## src/rtl/led_chaser.sv

```systemverilog
// -----------------------------------------------------------------------------
// led_chaser
//
// Turns the board's blink-rate square wave (flash) into an LED status display.
// Every rising edge of flash advances a pattern sequencer (rotate, bounce,
// binary count or blink). The pattern is then gated by a PWM brightness stage
// and registered onto the LED bank.
//
// Configuration macro: LED_CHASER_PWM_EN
//   defined   -> free-running pwm_cnt and brightness gating of the LEDs
//   undefined -> brightness is ignored and leds follow the pattern directly
//
// Parameters:
//   LED_W       number of LEDs (2..16)
//   PWM_W       width of the PWM counter and brightness input
//
// Ports:
//   in_clk      system clock, shared with the flash producer
//   reset       synchronous, active-high reset
//   flash       blink-rate square wave; each rising edge is one step
//   mode        0 rotate, 1 bounce, 2 binary count, 3 blink
//   pause       while high, flash rising edges are dropped
//   brightness  PWM duty; 0 = off, all-ones = fully on
//   leds        registered LED drive, active-high
//   step_pulse  one-cycle pulse per executed step
//   wrap        one-cycle pulse with step_pulse when a pattern cycle completes
// -----------------------------------------------------------------------------
module led_chaser #(
  parameter int LED_W = 8,
  parameter int PWM_W = 4
) (
  input  logic             in_clk,
  input  logic             reset,
  input  logic             flash,
  input  logic [1:0]       mode,
  input  logic             pause,
  input  logic [PWM_W-1:0] brightness,
  output logic [LED_W-1:0] leds,
  output logic             step_pulse,
  output logic             wrap
);

  localparam int POS_W = $clog2(LED_W);
  localparam logic [LED_W-1:0] PAT_ONE  = LED_W'(1);
  localparam logic [LED_W-1:0] PAT_ALL  = '1;
  localparam logic [POS_W-1:0] POS_LAST = POS_W'(LED_W - 1);

  typedef enum logic [1:0] {
    MODE_ROTATE = 2'd0,
    MODE_BOUNCE = 2'd1,
    MODE_COUNT  = 2'd2,
    MODE_BLINK  = 2'd3
  } mode_e;

  logic             flash_r_q, flash_r_d;
  logic             flash_rr_q, flash_rr_d;
  mode_e            mode_q, mode_d;
  logic [LED_W-1:0] pattern_q, pattern_d;
  logic [POS_W-1:0] pos_q, pos_d;
  logic             dir_down_q, dir_down_d;
  logic [LED_W-1:0] leds_q, leds_d;
  logic             step_pulse_q, step_pulse_d;
  logic             wrap_q, wrap_d;

  logic             rise;
  logic             step;
  mode_e            mode_in;

  assign mode_in = mode_e'(mode);

`ifdef LED_CHASER_PWM_EN
  logic [PWM_W-1:0] pwm_cnt_q, pwm_cnt_d;
  logic             pwm_on;
`else
  logic             unused_brightness;
  assign unused_brightness = ^brightness;
`endif

  // Edge detect, pattern sequencing and LED drive. A step only happens on a
  // flash rise while not paused; a mode change consumes that step to load the
  // new mode's starting pattern, so it never reports a wrap.
  always_comb begin
    flash_r_d    = flash;
    flash_rr_d   = flash_r_q;
    mode_d       = mode_q;
    pattern_d    = pattern_q;
    pos_d        = pos_q;
    dir_down_d   = dir_down_q;
    wrap_d       = 1'b0;

    rise         = flash_r_q & ~flash_rr_q;
    step         = rise & ~pause;
    step_pulse_d = step;

    if (step) begin
      if (mode_in != mode_q) begin
        mode_d     = mode_in;
        pos_d      = '0;
        dir_down_d = 1'b0;
        case (mode_in)
          MODE_ROTATE: pattern_d = PAT_ONE;
          MODE_BOUNCE: pattern_d = PAT_ONE;
          MODE_COUNT:  pattern_d = '0;
          MODE_BLINK:  pattern_d = PAT_ALL;
          default:     pattern_d = PAT_ONE;
        endcase
      end else begin
        case (mode_q)
          MODE_ROTATE: begin
            pattern_d = {pattern_q[LED_W-2:0], pattern_q[LED_W-1]};
            wrap_d    = (pattern_d == PAT_ONE);
          end
          MODE_BOUNCE: begin
            // Direction flips on arrival at an endpoint, so each endpoint is
            // displayed for exactly one step.
            if (!dir_down_q) begin
              pos_d = pos_q + POS_W'(1);
              if (pos_d == POS_LAST) dir_down_d = 1'b1;
            end else begin
              pos_d = pos_q - POS_W'(1);
              if (pos_d == '0) begin
                dir_down_d = 1'b0;
                wrap_d     = 1'b1;
              end
            end
            pattern_d = PAT_ONE << pos_d;
          end
          MODE_COUNT: begin
            pattern_d = pattern_q + PAT_ONE;
            wrap_d    = (pattern_q == PAT_ALL);
          end
          MODE_BLINK: begin
            if (pattern_q == PAT_ALL) begin
              pattern_d = '0;
              wrap_d    = 1'b1;
            end else begin
              pattern_d = PAT_ALL;
            end
          end
          default: pattern_d = pattern_q;
        endcase
      end
    end

`ifdef LED_CHASER_PWM_EN
    // All-ones brightness is forced fully on; otherwise the duty is
    // brightness out of 2^PWM_W cycles.
    pwm_cnt_d = pwm_cnt_q + PWM_W'(1);
    pwm_on    = (brightness == '1) | (pwm_cnt_q < brightness);
    leds_d    = pattern_q & {LED_W{pwm_on}};
`else
    leds_d    = pattern_q;
`endif
  end

  // State registers. The edge-detect flops reset high so a flash that is
  // already high when reset releases does not look like a rise.
  always_ff @(posedge in_clk) begin
    if (reset) begin
      flash_r_q    <= 1'b1;
      flash_rr_q   <= 1'b1;
      mode_q       <= MODE_ROTATE;
      pattern_q    <= PAT_ONE;
      pos_q        <= '0;
      dir_down_q   <= 1'b0;
      leds_q       <= '0;
      step_pulse_q <= 1'b0;
      wrap_q       <= 1'b0;
`ifdef LED_CHASER_PWM_EN
      pwm_cnt_q    <= '0;
`endif
    end else begin
      flash_r_q    <= flash_r_d;
      flash_rr_q   <= flash_rr_d;
      mode_q       <= mode_d;
      pattern_q    <= pattern_d;
      pos_q        <= pos_d;
      dir_down_q   <= dir_down_d;
      leds_q       <= leds_d;
      step_pulse_q <= step_pulse_d;
      wrap_q       <= wrap_d;
`ifdef LED_CHASER_PWM_EN
      pwm_cnt_q    <= pwm_cnt_d;
`endif
    end
  end

  assign leds       = leds_q;
  assign step_pulse = step_pulse_q;
  assign wrap       = wrap_q;

endmodule
```

## config.mk

```make
export PLATFORM = sky130hd
export DESIGN_NAME = led_chaser
export DESIGN_NICKNAME = d
export VERILOG_FILES = /design/src/rtl/led_chaser.sv
export SDC_FILE = /design/constraint.sdc
export NUM_CORES = 1
export LEC_CHECK = 0
export ABC_AREA = 1
export BUFFER_PORTS_ARGS = -buffer_cell sky130_fd_sc_hd__buf_2
export CAP_MARGIN = 20
export CELL_PAD_IN_SITES_DETAIL_PLACEMENT = 1
export CELL_PAD_IN_SITES_GLOBAL_PLACEMENT = 1
export CORE_AREA = 2 2 62 64
export DETAILED_ROUTE_END_ITERATION = 8
export DIE_AREA = 0 0 64 66
export HOLD_SLACK_MARGIN = 0.1
export MAX_ROUTING_LAYER = met4
export PLACE_DENSITY_LB_ADDON = 0.1
export SYNTH_ARGS = -nofsm -noshare
export SYNTH_HDL_FRONTEND = slang
export SYNTH_SLANG_ARGS = --single-unit
```

## constraint.sdc

```tcl
create_clock -name in_clk -period 4.17 [get_ports in_clk]
set_input_delay 0.6255 -clock in_clk [delete_from_list [all_inputs] [get_ports in_clk]]
set_output_delay 0.6255 -clock in_clk [all_outputs]
set_load 0.005 [all_outputs]
```

==> key figures <==
Placement
  • PortBufs: 15
  • Final GP Congestion: 0.828
  • Detailed Place HPWL: 3.15 mm

Power
  • Pwr dens: 296 mW/mm^2
  • Leak pwr: 0.698 nW
  • Maximum VDD drop: 0.142 mV

STA
  • Fmax: 0.590 GHz
  • Slew at the pin with the worst max-slew slack: 0.538 ns
  • Final count of negative-setup-slack endpoints: 0
  • Slew Limit Fails: 0
  • Final worst path period share: 0.406
  • Post-layout min period: 1.70 ns
  • Worst clock skew: 0.00306 ns
  • Final hold viol count: 0
  • RSZ-0062 raised after global routing: no
  • Setup_tns: 0 ns
  • Slew HR: 0.641

Critical path
  • CP max stage delay: 0.44 ns
  • Crit-path max FO: 6
  • Crit path arrival time: 1.93 ns
  • Startpoint Class: register
  • Worst EP required: 4.41 ns
  • Critical-path cell list: inv_1, ha_1, inv_1, nand2_1, nand3_1, nand2_1, nand2_1, nand3_1, nand2_1, a21oi_1
  • Endpoint class of the critical path: register
  • Most frequent CP cell: nand2_1
  • CP max-delay cell: dfxtp_1
  • Critical Setup Path Class: reg -> reg

Floorplanning
  • Area of the core: 0.00355 mm^2
  • Full die area: 0.00422 mm^2
  • Die X: 64 um
  • Starting Density: 0.421
  • Row count: 22
  • Die Height: 66 um
  • # IOs: 20

Cells and area
  • Post-layout util: 0.466
  • Most common cell after layout, fill and taps aside: nand2_1
  • Layout cell share with drive strength beyond 1: 0.166
  • Most frequent cells in the layout: nand2_1 (51), nor2_1 (29), dfxtp_1 (26), inv_1 (24), nand3_1 (23)
  • Ant. Diodes: 0
  • Area Growth Syn to Fin: 10.7%
  • Final nets: 245

GRT
  • Total Routing Usage GR: 0.217
  • Largest net degree at the start of global routing: 16
  • First-pass GRT wire length: 6.89 mm
  • Global route overflow: 0
  • Vias in the first global route: 1451
  • Initial antenna violation count: 0

Clocking
  • Post-CTS Resized: 0
  • H-tree levels: 1
  • CTS Buffer Depth: 2
  • Skew-Pair Late Insertion Delay: 0.33 ns
  • CTS clock-pin slew for the worst setup and hold paths: 0.16 ns
  • Hold buffer count at cts: 0
  • # Post-CTS Setup Buffers: 0
  • CTS Buf Count: 3
  • Root buf cell: clkbuf_4
  • CTS tree: done
  • Clk sinks: 26

Synthesis
  • Syn avg cell area: 7.02 um^2
  • #FFs+latches synth: 26
  • Synth Instances: 213
  • Synth cell types: 31
  • Netlist Area Pre-Place: 0.00150 mm^2
  • Seq/Total Area, Yosys: 0.348
  • Syn Nets: 228
  • Yosys warns: 0

Detailed routing
  • Drt first pass iters: 4
  • DR iter-0 viols: 44
  • Vias: 1413
  • DR WL/cell: 14.5 um
  • DR DRC count: 0
  • Routed WL: 4.02 mm
  • Detail Route Antenna Nets: 0
  • Vias/cell: 5.10

Status
  • Outcome: finished clean

Min path
  • Hold WC Path Type: in -> reg

Job
  • Number of max-cap violations: 0
state kept, by name (all words and copies together) (netlist names):
register	count
step_pulse	1
leds_d	8
pos_q	3
leds	8
wrap	1
dir_down_q	1
flash_rr_q	1
mode_q	2
flash_r_q	1
worst max-delay path, delay by kind of cell, from the launching register on:
kind | cells | cell delay [ns]
AO/OA/AOI/OAI | 1 | 0.06
adder cells (fa/ha/maj) | 1 | 0.24
buffers and inverters | 2 | 0.18
flip-flops | 1 | 0.44
AND/OR/NAND/NOR | 6 | 0.67
final timing paths:
check        startpoint    endpoint  slack [ns]  depth (start not counted)
max            pos_q[0]   leds_d[3]        2.47                         10
min               flash   flash_r_q        0.46                          2
max reg2reg    pos_q[0]   leds_d[3]        2.47                         10
min reg2reg   flash_r_q  flash_rr_q        0.48                          2
area by class of cell:
cell class,instances,area (um^2)
Timing Repair Buffer,15,75.1
Sequential cell,26,520
Clock buffer,3,22.5
Fill cell,474,1900
Tap cell,48,60.1
Inverter,28,110
Multi-Input combinational cell,156,837
Clock inverter,1,30.0
synthesized netlist by cell type:
cell type / number / share of area
nand2_1: 51 / 0.13
nor2_1: 29 / 0.073
dfxtp_1: 26 / 0.35
inv_1: 24 / 0.060
nand3_1: 23 / 0.077
a21oi_1: 16 / 0.054
ha_1: 5 / 0.042
o21ai_1: 5 / 0.017
a21oi_2: 3 / 0.018
o21ai_0: 3 / 0.010
a31oi_1: 2 / 0.0084
buf_6: 2 / 0.015
inv_2: 2 / 0.0050
inv_4: 2 / 0.0084
nor2_2: 2 / 0.0084
nor2_8: 2 / 0.027
nor3_1: 2 / 0.0067
a31oi_4: 1 / 0.014
buf_2: 1 / 0.0033
nand2_2: 1 / 0.0042
nand3_2: 1 / 0.0067
nand3b_1: 1 / 0.0050
nand4_1: 1 / 0.0042
nor3_4: 1 / 0.011
nor4_1: 1 / 0.0042
o21ai_2: 1 / 0.0059
o21ai_4: 1 / 0.011
o31ai_1: 1 / 0.0050
or2_2: 1 / 0.0042
xnor2_1: 1 / 0.0059
xnor2_2: 1 / 0.011
metrics by stage:
step | power, W | setup slack, ns | hold slack, ns | instance area [um^2] | instances
2_1_floorplan | 0.000299 | 2.67 | 0.421 | 1500 | 213
3_3_place_gp | 0.000312 | 2.37 | 0.433 | 1600 | 273
3_5_place_dp | 0.000314 | 2.33 | 0.457 | 1600 | 273
4_1_cts | 0.000497 | 2.47 | 0.457 | 1660 | 277
5_1_grt | 0.000511 | 2.29 | 0.473 | 1660 | 277
6_report | 0.000491 | 2.47 | 0.460 | 1660 | 277
report_power, final:
group	internal (W)	switching, W	total (W)
Combinational	0.0000156	0.0000316	0.0000472
Clock	0.0000973	0.0000848	0.000182
Sequential	0.000255	0.00000646	0.000261
Total	0.000368	0.000123	0.000491
layer usage:
metal | part of all wire | wire, um | track usage
met1 | 0.45 | 1790 | 0.252
met2 | 0.52 | 2100 | 0.396
met3 | 0.020 | 80 | 0.0204
met4 | 0.011 | 46 | 0.0652
met5 | 0 | 0 | -
cells by family (layout without fill, tap and decap cells):
logic type	after synthesis	count (layout)	synth area share
buffers and inverters	31	47	0.0920
XOR/XNOR	2	2	0.0167
AND/OR/NAND/NOR	116	116	0.359
AO/OA/AOI/OAI	33	33	0.142
adder cells (fa/ha/maj)	5	5	0.0418
flip-flops	26	26	0.348
No activity file was read; power rests on OpenSTA's default activity.
